File: src/rtl/tdpu_vec_acc_core_pkg.sv
// Shared types and helpers for the TDPU ternary dot-product core.
// Holds the ternary weight encoding and the accumulator limiter.
package tdpu_vec_acc_core_pkg;

    // 2'b10 is reserved and decodes as zero
    typedef enum logic [1:0] {
        W_ZERO = 2'b00,
        W_POS  = 2'b01,
        W_NEG  = 2'b11
    } weight_t;

    typedef struct packed {
        logic              ovf;
        logic signed [63:0] val;
    } acc_res_t;

    // Clamp or pass through a wide sum against an aw-bit signed range
    function automatic acc_res_t acc_limit(
        input logic signed [63:0] sum,
        input int unsigned        aw,
        input logic               sat
    );
        acc_res_t           r;
        logic signed [63:0] hi;
        logic signed [63:0] lo;
        hi = (64'sd1 <<< (aw - 1)) - 64'sd1;
        lo = -hi - 64'sd1;
        r.ovf = (sum > hi) || (sum < lo);
        r.val = sum;
        if (sat && (sum > hi)) begin
            r.val = hi;
        end else if (sat && (sum < lo)) begin
            r.val = lo;
        end
        return r;
    endfunction

endpackage

File: src/rtl/tdpu_vec_acc_core_add_tree.sv
// Registered pairwise adder tree with a sideband that travels with the data.
// Each level grows by one bit, so the reduction is exact.
module tdpu_add_tree #(
    parameter int LEN      = 16,
    parameter int IN_WIDTH = 9,
    parameter int SB_W     = 2
) (
    input  logic                          clk,
    input  logic                          rst,
    input  logic                          en,
    input  logic                          in_valid,
    input  logic [LEN-1:0][IN_WIDTH-1:0]  in_data,
    input  logic [SB_W-1:0]               in_sb,
    output logic                          out_valid,
    output logic [IN_WIDTH+$clog2(LEN)-1:0] out_sum,
    output logic [SB_W-1:0]               out_sb
);

    localparam int LVL = $clog2(LEN);

    genvar k;
    for (k = 0; k < LVL; k++) begin : g_lvl
        localparam int N = LEN >> (k + 1);
        localparam int W = IN_WIDTH + k + 1;

        logic [2*N-1:0][W-2:0] src;
        logic                  src_v;
        logic [SB_W-1:0]       src_sb;
        logic [N-1:0][W-1:0]   sum;
        logic                  v;
        logic [SB_W-1:0]       sb;

        if (k == 0) begin : g_src
            assign src    = in_data;
            assign src_v  = in_valid;
            assign src_sb = in_sb;
        end else begin : g_src
            assign src    = g_lvl[k-1].sum;
            assign src_v  = g_lvl[k-1].v;
            assign src_sb = g_lvl[k-1].sb;
        end

        always_ff @(posedge clk or posedge rst) begin
            if (rst) begin
                v   <= 1'b0;
                sb  <= '0;
                sum <= '0;
            end else if (en) begin
                v  <= src_v;
                sb <= src_sb;
                for (int j = 0; j < N; j++) begin
                    sum[j] <= {src[2*j][W-2], src[2*j]}
                            + {src[2*j+1][W-2], src[2*j+1]};
                end
            end
        end
    end

    assign out_valid = g_lvl[LVL-1].v;
    assign out_sum   = g_lvl[LVL-1].sum[0];
    assign out_sb    = g_lvl[LVL-1].sb;

endmodule

File: src/rtl/tdpu_vec_acc_core.sv
// Ternary dot-product core: PE stage, registered adder tree, group
// accumulator with double-buffered weights and valid/ready backpressure.
module tdpu_vec_acc_core
    import tdpu_vec_acc_core_pkg::*;
#(
    parameter int LEN        = 16,
    parameter int DATA_WIDTH = 8,
    parameter int ACC_WIDTH  = 32,
    parameter int SAT_EN     = 1
) (
    input  logic                           clk,
    input  logic                           rst,
    input  logic                           i_valid,
    output logic                           o_ready,
    input  logic [LEN-1:0][DATA_WIDTH-1:0] i_data,
    input  logic                           i_first,
    input  logic                           i_last,
    input  logic                           i_load_weight,
    input  weight_t [LEN-1:0]              i_weight,
    input  logic                           i_wswap,
    output logic                           o_valid,
    input  logic                           i_ready,
    output logic [ACC_WIDTH-1:0]           o_result,
    output logic                           o_overflow,
    output logic [15:0]                    o_beats
);

    localparam int LVL   = $clog2(LEN);
    localparam int PE_W  = DATA_WIDTH + 1;
    localparam int SUM_W = PE_W + LVL;

    logic en;
    logic accept;

    assign en      = !o_valid || i_ready;
    assign o_ready = en;
    assign accept  = i_valid && en;

    weight_t [LEN-1:0] act_q;
    weight_t [LEN-1:0] shd_q;

    // Load and swap are independent of the pipeline stall
    always_ff @(posedge clk or posedge rst) begin
        if (rst) begin
            for (int i = 0; i < LEN; i++) begin
                act_q[i] <= W_ZERO;
                shd_q[i] <= W_ZERO;
            end
        end else begin
            if (i_load_weight) begin
                shd_q <= i_weight;
            end
            if (i_wswap) begin
                act_q <= i_load_weight ? i_weight : shd_q;
            end
        end
    end

    logic [LEN-1:0][PE_W-1:0] pe_d;
    logic [LEN-1:0][PE_W-1:0] pe_q;
    logic                     pe_v;
    logic [1:0]               pe_sb;

    always_comb begin
        pe_d = '0;
        for (int i = 0; i < LEN; i++) begin
            case (act_q[i])
                W_POS:   pe_d[i] = {i_data[i][DATA_WIDTH-1], i_data[i]};
                W_NEG:   pe_d[i] = -{i_data[i][DATA_WIDTH-1], i_data[i]};
                default: pe_d[i] = '0;
            endcase
        end
    end

    always_ff @(posedge clk or posedge rst) begin
        if (rst) begin
            pe_v  <= 1'b0;
            pe_q  <= '0;
            pe_sb <= '0;
        end else if (en) begin
            pe_v <= accept;
            if (accept) begin
                pe_q  <= pe_d;
                pe_sb <= {i_first, i_last};
            end
        end
    end

    logic             t_v;
    logic [SUM_W-1:0] t_sum;
    logic [1:0]       t_sb;

    tdpu_add_tree #(
        .LEN      (LEN),
        .IN_WIDTH (PE_W),
        .SB_W     (2)
    ) u_tree (
        .clk       (clk),
        .rst       (rst),
        .en        (en),
        .in_valid  (pe_v),
        .in_data   (pe_q),
        .in_sb     (pe_sb),
        .out_valid (t_v),
        .out_sum   (t_sum),
        .out_sb    (t_sb)
    );

    logic signed [ACC_WIDTH-1:0] acc_q;
    logic signed [ACC_WIDTH-1:0] acc_d;
    logic                        ovf_q;
    logic                        ovf_d;
    logic [15:0]                 beats_q;
    logic [15:0]                 beats_d;
    logic signed [63:0]          base;
    logic signed [63:0]          tot;
    acc_res_t                    res;
    logic                        t_first;
    logic                        t_last;

    assign t_first = t_sb[1];
    assign t_last  = t_sb[0];

    always_comb begin
        base    = t_first ? 64'sd0 : 64'(acc_q);
        tot     = base + 64'($signed(t_sum));
        res     = acc_limit(tot, ACC_WIDTH, SAT_EN != 0);
        acc_d   = ACC_WIDTH'(res.val);
        ovf_d   = t_first ? res.ovf : (ovf_q | res.ovf);
        beats_d = t_first ? 16'd1
                : (beats_q == 16'hFFFF) ? beats_q : beats_q + 16'd1;
    end

    // Result holds until taken; a fresh last beat may replace it on that edge
    always_ff @(posedge clk or posedge rst) begin
        if (rst) begin
            acc_q      <= '0;
            ovf_q      <= 1'b0;
            beats_q    <= '0;
            o_valid    <= 1'b0;
            o_result   <= '0;
            o_overflow <= 1'b0;
            o_beats    <= '0;
        end else if (en) begin
            if (t_v) begin
                acc_q   <= acc_d;
                ovf_q   <= ovf_d;
                beats_q <= beats_d;
            end
            if (t_v && t_last) begin
                o_valid    <= 1'b1;
                o_result   <= acc_d;
                o_overflow <= ovf_d;
                o_beats    <= beats_d;
            end else begin
                o_valid <= 1'b0;
            end
        end
    end

endmodule

File: config.mk
export PLATFORM = sky130hd
export DESIGN_NAME = tdpu_vec_acc_core
export DESIGN_NICKNAME = d
export VERILOG_FILES = /design/src/rtl/tdpu_vec_acc_core_pkg.sv /design/src/rtl/tdpu_vec_acc_core_add_tree.sv /design/src/rtl/tdpu_vec_acc_core.sv
export SDC_FILE = /design/constraint.sdc
export NUM_CORES = 2
export LEC_CHECK = 0
export BUFFER_PORTS_ARGS = -buffer_cell sky130_fd_sc_hd__buf_2
export CORE_MARGIN = 2
export CORE_UTILIZATION = 65
export DETAILED_ROUTE_END_ITERATION = 10
export PLACE_DENSITY_LB_ADDON = 0.2
export RECOVER_POWER = 25
export SYNTH_ARGS = -nofsm -noshare
export SYNTH_HDL_FRONTEND = slang
export SYNTH_SLANG_ARGS = --single-unit
File: constraint.sdc
create_clock -name clk -period 31.8 [get_ports clk]
set_clock_uncertainty 0.1 [all_clocks]
set_input_delay 6.36 -clock clk [delete_from_list [all_inputs] [get_ports clk]]
set_output_delay 6.36 -clock clk [all_outputs]
set_load 0.01 [all_outputs]
Yosys cells after proc, flatten, opt, wreduce, memory -nomap -nowiden --
Cells that the tools add are included.
Operators by class: add/subtract/negate cells 33, magnitude comparators 2, equality and inequality tests 33, multiplexer cells 24, bitwise gates (word level) 1, reductions and logical operators 8
Operators with widths (number):
- one-hot mux 9 bit (2 select lines) | 16
- negation 9 bit | 16
- two-way mux 32 bit | 3
- adder 9 x 9 -> 10 bit | 8
- adder 64 x 13 -> 64 bit | 1
- > comparator 64 x 32 -> 1 bit (second input constant) | 1
- < comparator 64 x 32 -> 1 bit (second input constant) | 1
- two-way mux 64 bit | 1
- adder 10 x 10 -> 11 bit | 4
- equality test 2 x 1 -> 1 bit (second input constant) | 16
- equality test 2 bit (second input constant) | 16
- two-way mux 16 bit | 2
- adder 11 x 11 -> 12 bit | 2
- adder 16 x 1 -> 16 bit (second input constant) | 1
- equality test 16 bit (second input constant) | 1
- adder 12 x 12 -> 13 bit | 1
- AND reduction 2 bit | 3
- logical AND 1 bit | 2
- logical OR 1 bit | 2
- two-way mux 1 bit | 2
- logical NOT 1 bit | 1
- bitwise OR 1 bit | 1
Word-level totals: bits in registers 483, input port bits 168, output and inout port bits 51, logic and storage cells 181

Longest topological paths before layout --
depth after elaboration 6, mapped depth 21, depth with buffers taken out 16

By module --
A second synthesis with hierarchy kept.
Unflattened totals: cells, all modules 3085, area total of the unflattened synthesis 28886.5 um^2
By module, submodules not included:
- tdpu_vec_acc_core | instances 1, cells an instance 1799, area an instance 16389.5 um^2, seq. area each 7757.4 um^2
- tdpu_add_tree | instances 1, cells an instance 1286, area an instance 12497.0 um^2, seq. area each 4329.2 um^2

Worst setup path after synthesis --
Ideal clock, no wire load.
path kind input -> output, start input port i_ready, end output port o_ready, arrival 7322 ps, data required time 25340 ps, setup slack 18018 ps, stages on the path 5, buffers on the path 3, cell sequence nor2b_1 inv_1 clkbuf_1 clkbuf_1 clkbuf_1
On the way: cells in the longest elaborated chain, start to end 1
RTL lines:
- from (decl) | RTL line tdpu_vec_acc_core.sv:22 | input logic i_ready,
- logical OR 1 bit | RTL line tdpu_vec_acc_core.sv:35 | assign en = !o_valid || i_ready;
- to (decl) | RTL line tdpu_vec_acc_core.sv:14 | output logic o_ready,
Every way passes these cells.

Final worst setup path --
Ends and elaborated chain as after synthesis.

==> results_dict.tcl <==
set metrics [dict create \
    dieArea_um2 44900 \
    die_w_um 212 \
    syn_to_final_growth_pct 11.9 \
    cts_max_path_buffers 3 \
    postPlaceCellArea_um2 29500 \
    cts-root-buf "clkbuf_16" \
    cpPeakStageDelay_ns 2.34 \
    p_per_area_nw_per_um2 105 \
    timing.fmax_mhz 57.3 \
    violations "max-capacitance violations, max-slew violations" \
    initial_utilization_pct 65.4 \
    yosys_warnings 0 \
    io_buffers 218 \
    syn_nets 3563 \
    dr.pass1.iters 5 \
    drt_iter0_markers 1388 \
    worst_slew_pin_slew_ns 8.65 \
    netlist_instances 3183 \
    maxCapViolations 6 \
    fin_crit_ns 17.45 \
    final-hold-violation-count 0 \
    netlist-cell-type-count 70 \
    critPathMaxFanout 49 \
    io_pins 219 \
    post_cts_resized 0 \
    worst_setup_path_end_kind "output port" \
    grt_usage_pct 29.1 \
    antenna_left 0 \
    drv_slew 445 \
    grt_pass1_wl_mm 107 \
    drc 0 \
    grt_start_max_net_pins 171 \
    vias 22800 \
    post-cts-setup-buffers 0 \
    cp_data_required_time_ns 25.34 \
    antenna_cells 0 \
    cts_sinks 483 \
    finalNetCount 3717 \
    crit_end "o_ready" \
    outcome "complete, but fails checks" \
    rrSetupSlack_ns 24.88 \
    syn-cell-area_um2 28100 \
    first_global_vias 22700 \
    reg2reg_from "o_valid" \
    core-area_um2 42900 \
    viasPerCell 5.75 \
    ys_seq_area_share_pct 43.1 \
    rsz0062_at_grt "false" \
    clkTransAtPathRegs_ns 0.05 \
    synth_ff_type "dfrtp_1" \
    final_area_um2 31400 \
    drive_gt1_share_pct 11.6 \
    synth-edff-count 0 \
    synth.avg_cell_area_um2 8.82 \
    routedWlPerCell_um 16.0 \
    postCtsHoldBufs 0 \
    path_common_cell "buf_2" \
    cp-start-kind "input pin" \
    crit_path_top_delay_cell "clkinvlp_2" \
    fin_crit_sh_pct 54.9 \
    insertion_delay_ns 0.60 \
    maxSlewHeadroom_pct -477 \
    cts_buffers 52 \
    timing.rr.end "pe_q[134]" \
    cts_tree "done" \
    reg2reg_depth 6 \
    cp.arrival_ns 10.99 \
    ir_drop_uv 86.0 \
    fillCellCount 3280 \
    htree_levels 2 \
    async_flop_share_pct 100 \
    setup_tns_ns 0 \
    gr-total-overflow 0 \
    wirelength_mm 63.4 \
    gp_congestion 0.917 \
    path_class "input pin to output port" \
    antenna_found_initial 0 \
    hp-class "flip-flop to flip-flop" \
    p_leak_nw 14.9 \
    synth-seq-cells 483 \
    setup_viol 0 \
    dieHeight_um 212 \
    worstSetupStartpoint "i_ready" \
    hpwl_mm 45.0 \
    cp_cell_sequence "buf_2 > nor2b_1 > clkinvlp_2 > buf_2" \
    rows 76 \
]
[layout make-up]
type                       instances  area, µm²  share of cell area, %
sequential                       483      12100                   38.5
tap                              585        732                   2.33
clock buffer                      72       1510                   4.80
clock inverter                    24        415                   1.32
multi-input combinational       2377      14800                   47.0
inverter                         190        716                   2.28
timing repair buffer             233       1190                   3.80
[how the worst min path moves through the flow]
stage	startpoint	endpoint	slack, ns	depth (start not counted)
floorplan	u_tree.g_lvl[0].sb[0]	u_tree.g_lvl[0].sb[0]	0.34	2
global placement	u_tree.g_lvl[0].sb[0]	u_tree.g_lvl[0].sb[0]	0.35	2
detailed placement	u_tree.g_lvl[0].v	u_tree.g_lvl[0].v	0.36	2
CTS	u_tree.g_lvl[0].v	u_tree.g_lvl[0].v	0.37	2
global route	u_tree.g_lvl[0].sum[70]	u_tree.g_lvl[0].sum[70]	0.39	2
finish	u_tree.g_lvl[0].sum[70]	u_tree.g_lvl[0].sum[70]	0.37	2
[Yosys cell counts, types with 17 or more instances]
library cell,number,area (µm²)
nor2_1,231,867
mux2_2,50,563
nand3_1,71,355
nor2b_1,57,357
o31ai_1,67,503
ha_1,195,2440
xnor2_1,77,674
a21oi_2,20,175
fa_1,17,340
a21boi_0,29,218
inv_1,189,709
buf_1,19,71.3
a31oi_1,22,138
dfrtp_1,483,12100
nor3b_1,20,150
xor2_1,110,963
o21a_1,18,135
o21ai_0,289,1450
nand2_1,567,2130
nor3_1,60,300
clkbuf_1,100,375
or3_1,42,263
a21o_1,37,278
o21ai_1,53,265
a21oi_1,208,1040
[worst max-delay path: cells and delay by family]
family | cells | cell delay [ns]
buffers and inverters | 3 | 3.06
and+or+nand+nor | 1 | 1.57
[kinds of logic after synthesis]
family / synth area share [%]
mux: 2.29
xor+xnor: 5.84
simple gates: 17.7
fa+ha+maj: 9.91
buf+inv: 4.46
compound gates: 16.8
flops: 43.1
[metal layers]
metal | up-vias | share of wire [%] | global-route usage [%]
li1 | 11200 | - | -
met1 | 11000 | 44 | 38.4
met2 | 484 | 49 | 50.0
met3 | 119 | 4.1 | 3.78
met4 | 0 | 2.4 | 9.37
met5 | - | 0 | 0
[sequential cells by signal, summed over array words and instances (netlist names)]
signal / flops
u_tree.out_valid: 1
u_tree.g_lvl.v: 3
pe_sb: 2
beats_q: 16
u_tree.g_lvl.sb: 6
pe_v: 1
u_tree.out_sb: 2
o_beats: 16
pe_q: 144
o_overflow: 1
acc_q: 32
o_valid: 1
shd_q: 32
ovf_q: 1
act_q: 32
u_tree.g_lvl.sum: 148
o_result: 32
u_tree.out_sum: 13
[metrics by stage]
stage / hold slack, ns / setup WS [ns] / power, mW / util [%] / instances
after floorplan: 0.339 / 11.86 / 2.23 / - / 3183
after global placement: 0.348 / 17.72 / 2.54 / 68.8 / 3868
after detailed placement: 0.358 / 17.68 / 2.61 / 68.8 / 3868
after CTS: 0.371 / 17.68 / 3.30 / 73.3 / 3964
after global routing: 0.386 / 12.78 / 3.57 / 73.2 / 3964
final: 0.370 / 14.35 / 3.29 / 73.2 / 3964
[where the power goes]
group	switching (mW)	internal, mW	total [mW]
logic	0.954	0.657	1.61
clock network	0.252	0.420	0.672
registers	0.160	0.846	1.01
[cells in the final DEF, fill, tap and decap left out, types with 8 or more instances in the layout]
master | netlist | final
a31oi_1 | 22 | 22
a21o_1 | 37 | 37
fa_1 | 17 | 17
o21ai_0 | 289 | 289
buf_4 | 4 | 13
clkbuf_16 | 0 | 54
nor4b_1 | 8 | 8
xor2_1 | 110 | 110
nand2b_1 | 8 | 8
clkinv_2 | 0 | 9
o31ai_1 | 67 | 67
nand2_1 | 567 | 564
and3_1 | 11 | 11
nor2_1 | 231 | 231
a21oi_1 | 208 | 208
nor3_1 | 60 | 60
a21boi_0 | 29 | 29
xnor2_1 | 77 | 77
nand4_1 | 12 | 12
nor3b_1 | 20 | 20
o21a_1 | 18 | 18
ha_1 | 195 | 195
a211oi_1 | 8 | 8
o21ai_1 | 53 | 53
mux2i_1 | 8 | 8
clkbuf_1 | 100 | 12
clkbuf_8 | 0 | 9
nor2b_1 | 57 | 57
mux2_1 | 0 | 25
nand3_1 | 71 | 71
or3_1 | 42 | 42
mux2_2 | 50 | 25
bufinv_16 | 0 | 11
inv_1 | 189 | 187
a21oi_2 | 20 | 20
dfrtp_1 | 483 | 482
buf_2 | 8 | 217
No activity file was read; power rests on OpenSTA's default activity.
